==> src/rtl/rs_pkg.sv <==
// Shared types and constants for the Reed-Solomon stream encoder.
package rs_pkg;

  localparam int GF_W     = 8;
  localparam int MAX_SYMS = 255;

  typedef logic [GF_W-1:0] sym_t;

  typedef enum logic [1:0] {
    IDLE   = 2'd0,
    GEN    = 2'd1,
    DATA   = 2'd2,
    PARITY = 2'd3
  } state_t;

  localparam logic [8:0] POLY_11D  = 9'h11D;
  localparam sym_t       ALPHA_DEF = 8'h02;

endpackage

==> src/rtl/rs_stream_encoder_gf_mul.sv <==
// Combinational GF(2^8) multiplier with a run-time reduction polynomial.
module gf_mul
  import rs_pkg::*;
(
  input  sym_t       a,
  input  sym_t       b,
  input  logic [8:0] poly,
  output sym_t       p
);

  // Shift-and-add: each partial product of a is reduced as soon as it overflows x^7.
  always_comb begin
    sym_t       acc;
    sym_t       sh;
    logic [8:0] sh9;
    acc = '0;
    sh  = a;
    sh9 = '0;
    for (int i = 0; i < GF_W; i++) begin
      if (b[i]) acc = acc ^ sh;
      sh9 = {sh, 1'b0};
      if (sh9[8]) sh9 = sh9 ^ poly;
      sh = sh9[7:0];
    end
    p = acc;
  end

endmodule

==> src/rtl/rs_stream_encoder.sv <==
// Systematic RS encoder over GF(2^8): builds g(x) from the first root, then streams
// message symbols followed by parity. Optional feature macro: RS_GEN_CACHE_EN.
module rs_stream_encoder
  import rs_pkg::*;
#(
  parameter int MAX_PARITY = 32,
  parameter int SYM_W      = 8
) (
  input  logic             clk,
  input  logic             rst_n,
  input  logic             start,
  input  logic [8:0]       cfg_poly,
  input  logic [7:0]       cfg_alpha,
  input  logic [7:0]       cfg_first_root,
  input  logic [5:0]       cfg_nparity,
  input  logic [7:0]       cfg_msg_len,
  input  logic [SYM_W-1:0] in_data,
  input  logic             in_valid,
  output logic             in_ready,
  output logic [SYM_W-1:0] out_data,
  output logic             out_valid,
  input  logic             out_ready,
  output logic             out_last,
  output logic             busy,
  output logic             cfg_err
);

  state_t     state_q, state_d;

  logic [8:0] poly_q;
  sym_t       alpha_q;
  sym_t       root_q;
  logic [5:0] np_q;
  logic [7:0] len_q;
  logic [5:0] k_q;
  logic [7:0] cnt_q;
  logic [5:0] pcnt_q;

  // g holds coefficients 0..MAX_PARITY-1; the monic top term is implicit when np == MAX_PARITY.
  sym_t       g_q     [MAX_PARITY];
  sym_t       r_q     [MAX_PARITY];
  sym_t       g_gen   [MAX_PARITY];
  sym_t       r_data  [MAX_PARITY];
  sym_t       r_shift [MAX_PARITY];
  sym_t       prod    [MAX_PARITY];

  sym_t       out_data_q;
  logic       out_valid_q;
  logic       out_last_q;
  logic       cfg_err_q;

  sym_t       r_top;
  sym_t       fb;
  sym_t       mul_a;
  sym_t       root_next;
  logic       adv;
  logic       accept;
  logic       cfg_bad;
  logic       gen_done;
  logic       cache_hit;

  assign adv     = !out_valid_q || out_ready;
  assign accept  = in_ready && in_valid;
  assign cfg_bad = (cfg_nparity == 6'd0) ||
                   (int'(cfg_nparity) > MAX_PARITY) ||
                   (int'(cfg_msg_len) + int'(cfg_nparity) > MAX_SYMS);
  assign gen_done = (state_q == GEN) && (k_q == np_q - 6'd1);

  // The LFSR multipliers double as the g(x) builder: during GEN they scale g by the root.
  assign fb    = in_data ^ r_top;
  assign mul_a = (state_q == GEN) ? root_q : fb;

  for (genvar gi = 0; gi < MAX_PARITY; gi++) begin : g_mul
    gf_mul u_mul (
      .a    (mul_a),
      .b    (g_q[gi]),
      .poly (poly_q),
      .p    (prod[gi])
    );
  end

  gf_mul u_root_mul (
    .a    (root_q),
    .b    (alpha_q),
    .poly (poly_q),
    .p    (root_next)
  );

  always_comb begin
    r_top = '0;
    for (int i = 0; i < MAX_PARITY; i++) begin
      if (np_q == 6'(i + 1)) r_top = r_q[i];
    end
  end

  // Next-value vectors; stages at or above np are forced to zero so only np stages are live.
  always_comb begin
    g_gen[0]   = prod[0];
    r_data[0]  = (np_q != 6'd0) ? prod[0] : '0;
    r_shift[0] = '0;
    for (int i = 1; i < MAX_PARITY; i++) begin
      g_gen[i]   = g_q[i-1] ^ prod[i];
      r_data[i]  = (6'(i) < np_q) ? (r_q[i-1] ^ prod[i]) : '0;
      r_shift[i] = (6'(i) < np_q) ? r_q[i-1] : '0;
    end
  end

`ifdef RS_GEN_CACHE_EN
  logic [8:0] tag_poly_q;
  sym_t       tag_alpha_q;
  sym_t       tag_root_q;
  logic [5:0] tag_np_q;
  logic       tag_vld_q;

  assign cache_hit = tag_vld_q && (tag_poly_q == cfg_poly) && (tag_alpha_q == cfg_alpha) &&
                     (tag_root_q == cfg_first_root) && (tag_np_q == cfg_nparity);

  // Tags are loaded when a GEN starts and only marked valid once that GEN completes.
  always_ff @(posedge clk) begin
    if (!rst_n) begin
      tag_vld_q   <= 1'b0;
      tag_poly_q  <= '0;
      tag_alpha_q <= '0;
      tag_root_q  <= '0;
      tag_np_q    <= '0;
    end else if (state_q == IDLE && start && !cfg_bad && !cache_hit) begin
      tag_vld_q   <= 1'b0;
      tag_poly_q  <= cfg_poly;
      tag_alpha_q <= cfg_alpha;
      tag_root_q  <= cfg_first_root;
      tag_np_q    <= cfg_nparity;
    end else if (gen_done) begin
      tag_vld_q   <= 1'b1;
    end
  end
`else
  assign cache_hit = 1'b0;
`endif

  always_ff @(posedge clk) begin
    if (!rst_n) state_q <= IDLE;
    else        state_q <= state_d;
  end

  always_comb begin
    state_d = state_q;
    case (state_q)
      IDLE: begin
        if (start && !cfg_bad) state_d = cache_hit ? DATA : GEN;
      end
      GEN: begin
        if (gen_done) state_d = DATA;
      end
      DATA: begin
        if ((cnt_q == len_q) || (accept && (cnt_q + 8'd1 == len_q))) state_d = PARITY;
      end
      PARITY: begin
        if (adv && (pcnt_q == np_q)) state_d = IDLE;
      end
      default: state_d = IDLE;
    endcase
  end

  always_comb begin
    busy     = (state_q != IDLE);
    in_ready = (state_q == DATA) && adv && (cnt_q != len_q);
  end

  always_ff @(posedge clk) begin
    if (!rst_n) begin
      poly_q      <= '0;
      alpha_q     <= '0;
      root_q      <= '0;
      np_q        <= '0;
      len_q       <= '0;
      k_q         <= '0;
      cnt_q       <= '0;
      pcnt_q      <= '0;
      out_data_q  <= '0;
      out_valid_q <= 1'b0;
      out_last_q  <= 1'b0;
      cfg_err_q   <= 1'b0;
      for (int i = 0; i < MAX_PARITY; i++) begin
        g_q[i] <= '0;
        r_q[i] <= '0;
      end
    end else begin
      case (state_q)
        IDLE: begin
          if (start) begin
            if (cfg_bad) begin
              cfg_err_q <= 1'b1;
            end else begin
              cfg_err_q <= 1'b0;
              poly_q    <= cfg_poly;
              alpha_q   <= cfg_alpha;
              root_q    <= cfg_first_root;
              np_q      <= cfg_nparity;
              len_q     <= cfg_msg_len;
              k_q       <= '0;
              cnt_q     <= '0;
              pcnt_q    <= '0;
              for (int i = 0; i < MAX_PARITY; i++) begin
                r_q[i] <= '0;
                if (!cache_hit) g_q[i] <= (i == 0) ? 8'h01 : 8'h00;
              end
            end
          end
        end
        GEN: begin
          g_q    <= g_gen;
          root_q <= root_next;
          k_q    <= k_q + 6'd1;
        end
        DATA: begin
          if (accept) begin
            r_q         <= r_data;
            out_data_q  <= in_data;
            out_valid_q <= 1'b1;
            out_last_q  <= 1'b0;
            cnt_q       <= cnt_q + 8'd1;
          end else if (out_ready) begin
            out_valid_q <= 1'b0;
          end
        end
        PARITY: begin
          if (adv) begin
            if (pcnt_q != np_q) begin
              out_data_q  <= r_top;
              out_valid_q <= 1'b1;
              out_last_q  <= (pcnt_q == np_q - 6'd1);
              r_q         <= r_shift;
              pcnt_q      <= pcnt_q + 6'd1;
            end else begin
              out_valid_q <= 1'b0;
              out_last_q  <= 1'b0;
            end
          end
        end
        default: ;
      endcase
    end
  end

  assign out_data  = out_data_q;
  assign out_valid = out_valid_q;
  assign out_last  = out_last_q;
  assign cfg_err   = cfg_err_q;

endmodule

==> config.mk <==
export PLATFORM = sky130hd
export DESIGN_NAME = rs_stream_encoder
export DESIGN_NICKNAME = d
export VERILOG_FILES = /design/src/rtl/rs_pkg.sv /design/src/rtl/rs_stream_encoder_gf_mul.sv /design/src/rtl/rs_stream_encoder.sv
export SDC_FILE = /design/constraint.sdc
export NUM_CORES = 2
export LEC_CHECK = 0
export BUFFER_PORTS_ARGS = -buffer_cell sky130_fd_sc_hd__buf_2
export CAP_MARGIN = 5
export CORE_MARGIN = 3
export CORE_UTILIZATION = 56
export CTS_CLUSTER_DIAMETER = 40
export CTS_CLUSTER_SIZE = 16
export DETAILED_ROUTE_END_ITERATION = 16
export GPL_TIMING_DRIVEN = 0
export PLACE_DENSITY = 0.75
export REMOVE_ABC_BUFFERS = 1
export SLEW_MARGIN = 10
export SYNTH_ARGS = -nofsm -noshare
export SYNTH_HDL_FRONTEND = slang
export SYNTH_SLANG_ARGS = --single-unit
==> constraint.sdc <==
create_clock -name clk -period 6.6 [get_ports clk]
set_input_delay 0.66 -clock clk [delete_from_list [all_inputs] [get_ports clk]]
set_output_delay 0.66 -clock clk [all_outputs]
set_load 0.1 [all_outputs]
==> flow_summary.ini, run 1 <==
[grt]
grt_max_degree = 132
gr-total-overflow = 2
grt_pass1_vias = 79200
track_usage = 0.664
grt_pass1_wl_mm = 585

[synth]
synth.distinct_cells = 110
netlist_instances = 9030
yosys_warnings = 0
synth.ff_latch_count = 583
syn_area_sq_um = 64500
yosysSeqAreaShare = 0.181
synth_edf_count = 0
syn_area_per_cell_sq_um = 7.15
synthFlopType = dfxtp_1
synth_top_area_frac = 0.227
yosysTopAreaCell = xnor2_1
async_reset_ff_frac = 0
synth_area_leaders = xnor2_1, dfxtp_1, nand2_1

[floorplanning]
io_pins = 65
rows = 123
die_x_um = 345
die_y_um = 345
start_util = 0.569

[placement]
io_buffer_count = 63
gpl.final_weighted_congestion = 1.02
hpwl_mm = 205

[status]
last-stage-reached = global routing (5_1_grt)
status = aborted with a tool error
tool.error = [ERROR GRT-0116] Global routing finished with congestion. Check the congestion regions in the DRC Viewer.

[cts]
htreeDepth = 4
cts_buffers = 132
ctsHoldBuffers = 0
clock-root-buffer = clkbuf_16
clock_sinks = 583
clockBufferDepth = 3
==> cell families after synthesis <==
group | synth area share
AO/OA/AOI/OAI | 0.175
XOR/XNOR | 0.316
adder cells (fa/ha/maj) | 0.00380
buffers and inverters | 0.0571
flip-flops | 0.181
multiplexers | 0.0236
AND/OR/NAND/NOR | 0.244
==> cell usage after synthesis (19+ instances only) <==
| cell type | instances |
|---|---|
| o2111ai_1 | 25 |
| a21o_1 | 45 |
| o21ai_0 | 561 |
| nand2b_1 | 19 |
| nand4_1 | 56 |
| o21ai_1 | 49 |
| a31oi_1 | 83 |
| nor3b_1 | 38 |
| xnor3_1 | 125 |
| mux2i_1 | 144 |
| or2_1 | 26 |
| a21oi_1 | 363 |
| dfxtp_1 | 583 |
| buf_2 | 88 |
| xor3_1 | 28 |
| a221oi_1 | 52 |
| nor3_1 | 77 |
| nor2_1 | 383 |
| buf_1 | 92 |
| o21a_1 | 47 |
| and2_1 | 91 |
| o2111a_1 | 34 |
| clkbuf_1 | 643 |
| and3_1 | 129 |
| nor4_1 | 38 |
| a2111oi_0 | 25 |
| nand3_1 | 257 |
| nand3b_1 | 45 |
| nor2b_1 | 47 |
| o211ai_1 | 23 |
| xor2_1 | 194 |
| a41oi_1 | 63 |
| xnor2_2 | 25 |
| a2111o_1 | 20 |
| inv_1 | 66 |
| xnor2_1 | 1670 |
| or3_1 | 64 |
| a211oi_1 | 27 |
| nand2_1 | 2221 |
| or4_1 | 20 |
| a22o_1 | 151 |
==> routing by layer <==
layer	overflow	global-route usage
met5	0	0.333
met2	2	0.777
met4	0	0.598
met3	0	0.580
met1	0	0.677
==> per-stage QoR <==
| step | std cells | hold WS (ns) | setup TNS, ns | cell area (sq um) | setup slack, ns |
|---|---|---|---|---|---|
| floorplan | 8177 | 0.448 | -2682.55 | 61100 | -6.63 |
| global placement | 9740 | 0.464 | - | 63300 | -32.01 |
| detailed placement | 9925 | 0.468 | -2519.64 | 67400 | -5.39 |
| CTS | 10500 | 0.101 | -145.94 | 79200 | -0.448 |
==> repair_timing <==
item / CTS
gates cloned: 31
resized for setup: 665
pin swaps: 214
setup endpoints to repair: 520
buffers inserted: 341
==> run 2: changes to the inputs <==
CORE_UTILIZATION = 40   (was 56)
CTS_CLUSTER_DIAMETER = not set   (was 40)
CTS_CLUSTER_SIZE = not set   (was 16)
PLACE_DENSITY = not set   (was 0.75)
PLACE_DENSITY_LB_ADDON = 0.15   (was not set)
clock period = 8.6 ns   (was 6.6 ns; I/O delays follow)
==> flow_summary.ini, run 2 <==
[worst_hold_path]
hold_start = cfg_poly[0]
hp-class = primary input to flip-flop
holdPathStages = 3
min_to = poly_q[0]

[final_layout]
layout_commonest_cell = nand2_1
final_cell_mix = nand2_1, xnor2_1, dfxtp_1, o21ai_0, nor2_1
seq_area_sq_um = 11700
multi_input_area_sq_um = 50800
num-fill-cells = 15600
fin_util = 0.462
area_growth_pct = 14.0
largest_registers = g_q x256, r_q x256
final_layout_size_suffix_gt1_frac = 0.0893
nets = 8710
final_cells = 10900

[critical_path]
r2r_setup_slack_ns = -0.10
reg2reg_from = np_q[1]
slowest_stage = o21ai_1
crit_top_cell = buf_4
crit_type = flip-flop to flip-flop
crit_path_start_kind = flip-flop
endpoint_kind = flip-flop
crit_required_ns = 9.19
critPathArrivalTime_ns = 9.29
path_max_fanout = 23
r2r_cells = 28
reg2reg_to = r_q[11]
cpPeakStageDelay_ns = 0.96

[synth]
yosysSeqAreaShare = 0.181
async_reset_ff_frac = 0
synth_edf_count = 0
netlist_instances = 9030
synthSimpleGateAreaFrac = 0.244
synthMuxAreaShare = 0.0236
yosys_warnings = 0
synth_top_area_frac = 0.227
synth_compound_area_frac = 0.175
synth_top_family_by_area = XOR/XNOR gates
synth_common_cells = nand2_1, xnor2_1, clkbuf_1
syn_area_per_cell_sq_um = 7.15
synth.ff_latch_count = 583
synth.distinct_cells = 110
syn_area_sq_um = 64500
synthFlopType = dfxtp_1
synth-xor-area-share = 0.316
synth_area_leaders = xnor2_1, dfxtp_1, nand2_1
yosysTopAreaCell = xnor2_1
yosysMostFrequentCell = nand2_1
synthAdderAreaFrac = 0.00380

[drt]
vias = 69200
wire_per_inst_um = 30.0
remaining_drc_errors = 0
drt-pass1-iter-count = 8
via_per_inst = 6.36
ant_nets = 0
routed_wl_mm = 326
drtIter0Drc = 9135

[power_and_ir_drop]
power_density_nw_per_um2 = 275
peakVddDrop_v = 0.000353
p_leak_nw = 25.3

[cts]
clock_sinks = 583
clockBufferDepth = 3
path_clk_slew_ns = 0.06
htreeDepth = 3
cts_buffers = 81
insertion_delay_ns = 0.74
clock-root-buffer = clkbuf_16
cts_tree = done

[sta]
fin_crit_sh = 1.01
setup_tns_ns = -1.14
setup_viol_count_final = 27
hold_violations = 0
max_slew_margin = 0.0309
fmax_ghz = 0.115
slew_violations = 0
finalWorstSetupSlack_ns = -0.103
min_period_ns = 8.70
fin_skew_ns = 0.0379
tightest_slew_ns = 1.45

[status]
status = finished with violations
violations = negative setup slack

[flow_run]
cap_violations = 0

[grt]
track_usage = 0.373
grt_pass1_wl_mm = 459
antenna_found_initial = 30
gr-total-overflow = 0
grt_max_degree = 142
grt_pass1_vias = 62500

[floorplanning]
start_util = 0.405
io_pins = 65
rows = 146
die_x_um = 408
die_y_um = 408
die_area_sq_um = 166000
core-area_sq_um = 159000

[placement]
io_buffer_count = 63
gpl.final_weighted_congestion = 0.964
hpwl_mm = 227
dp_slack_ns = -3.33
dp_cells = 10600
run 2: cell counts after synthesis:
Identical to the previous run, type by type.
run 2: metal layers:
metal,up-vias,global-route usage,part of all wire
met3,1438,0.140,0.14
met1,32900,0.465,0.38
li1,29700,-,-
met5,-,0,0.00033
met4,16,0.250,0.082
met2,5125,0.532,0.40
run 2: worst max-delay path by stage:
stage          startpoint       end  slack (ns)
6_report          np_q[1]   r_q[11]       -0.10
5_1_grt           np_q[0]   r_q[11]      -0.009
3_5_place_dp      np_q[0]   g_q[34]       -3.33
3_3_place_gp      np_q[0]  r_q[155]      -34.41
4_1_cts           np_q[1]  r_q[134]       0.003
2_1_floorplan     np_q[1]  r_q[135]       -4.63
run 2: power by group:
group / switching [W] / internal, W
logic: 0.00852 / 0.00349
clock network: 0.00155 / 0.00207
registers: 0.00127 / 0.00337
total: 0.0113 / 0.00892
run 2: kinds of logic after synthesis:
group | count (synthesis)
flops | 583
buf+inv | 921
mux | 151
xor+xnor | 2049
fa+ha+maj | 19
compound gates | 1730
simple gates | 3577
run 2: critical path: cells and delay by family (launching register included):
kind | cells | cell delay, ns
simple gates | 6 | 1.37
xor+xnor | 2 | 1.03
compound gates | 9 | 2.75
mux | 1 | 0.25
flops | 1 | 0.63
fa+ha+maj | 1 | 0.34
buf+inv | 9 | 2.05
run 2: what timing repair did:
item                       4_1_cts  5_1_grt
hold buffers                     0        0
gates cloned                     5        1
setup buffers                   66       27
resized for setup               96       43
pin swaps                       23       16
setup endpoints to repair      512      511
run 2: cell type report:
| class | instances | area share |
|---|---|---|
| clock buffer | 113 | 0.0314 |
| clock inverter | 34 | 0.00541 |
| timing repair buffer | 373 | 0.0737 |
| multi-input combinational | 7532 | 0.690 |
| inverter | 68 | 0.00360 |
| tap | 2146 | 0.0365 |
| antenna | 25 | 0.000850 |
| sequential | 583 | 0.159 |
run 2: metrics by stage:
stage | cell area, sq um | hold slack [ns] | total power [W]
5_1_grt | 73600 | 0.366 | 0.0203
3_3_place_gp | 64100 | 0.460 | 0.0123
6_report | 73600 | 0.370 | 0.0203
4_1_cts | 73000 | 0.356 | 0.0192
2_1_floorplan | 61100 | 0.448 | 0.00808
3_5_place_dp | 69000 | 0.461 | 0.0152
(Power assumes the default switching activity.)
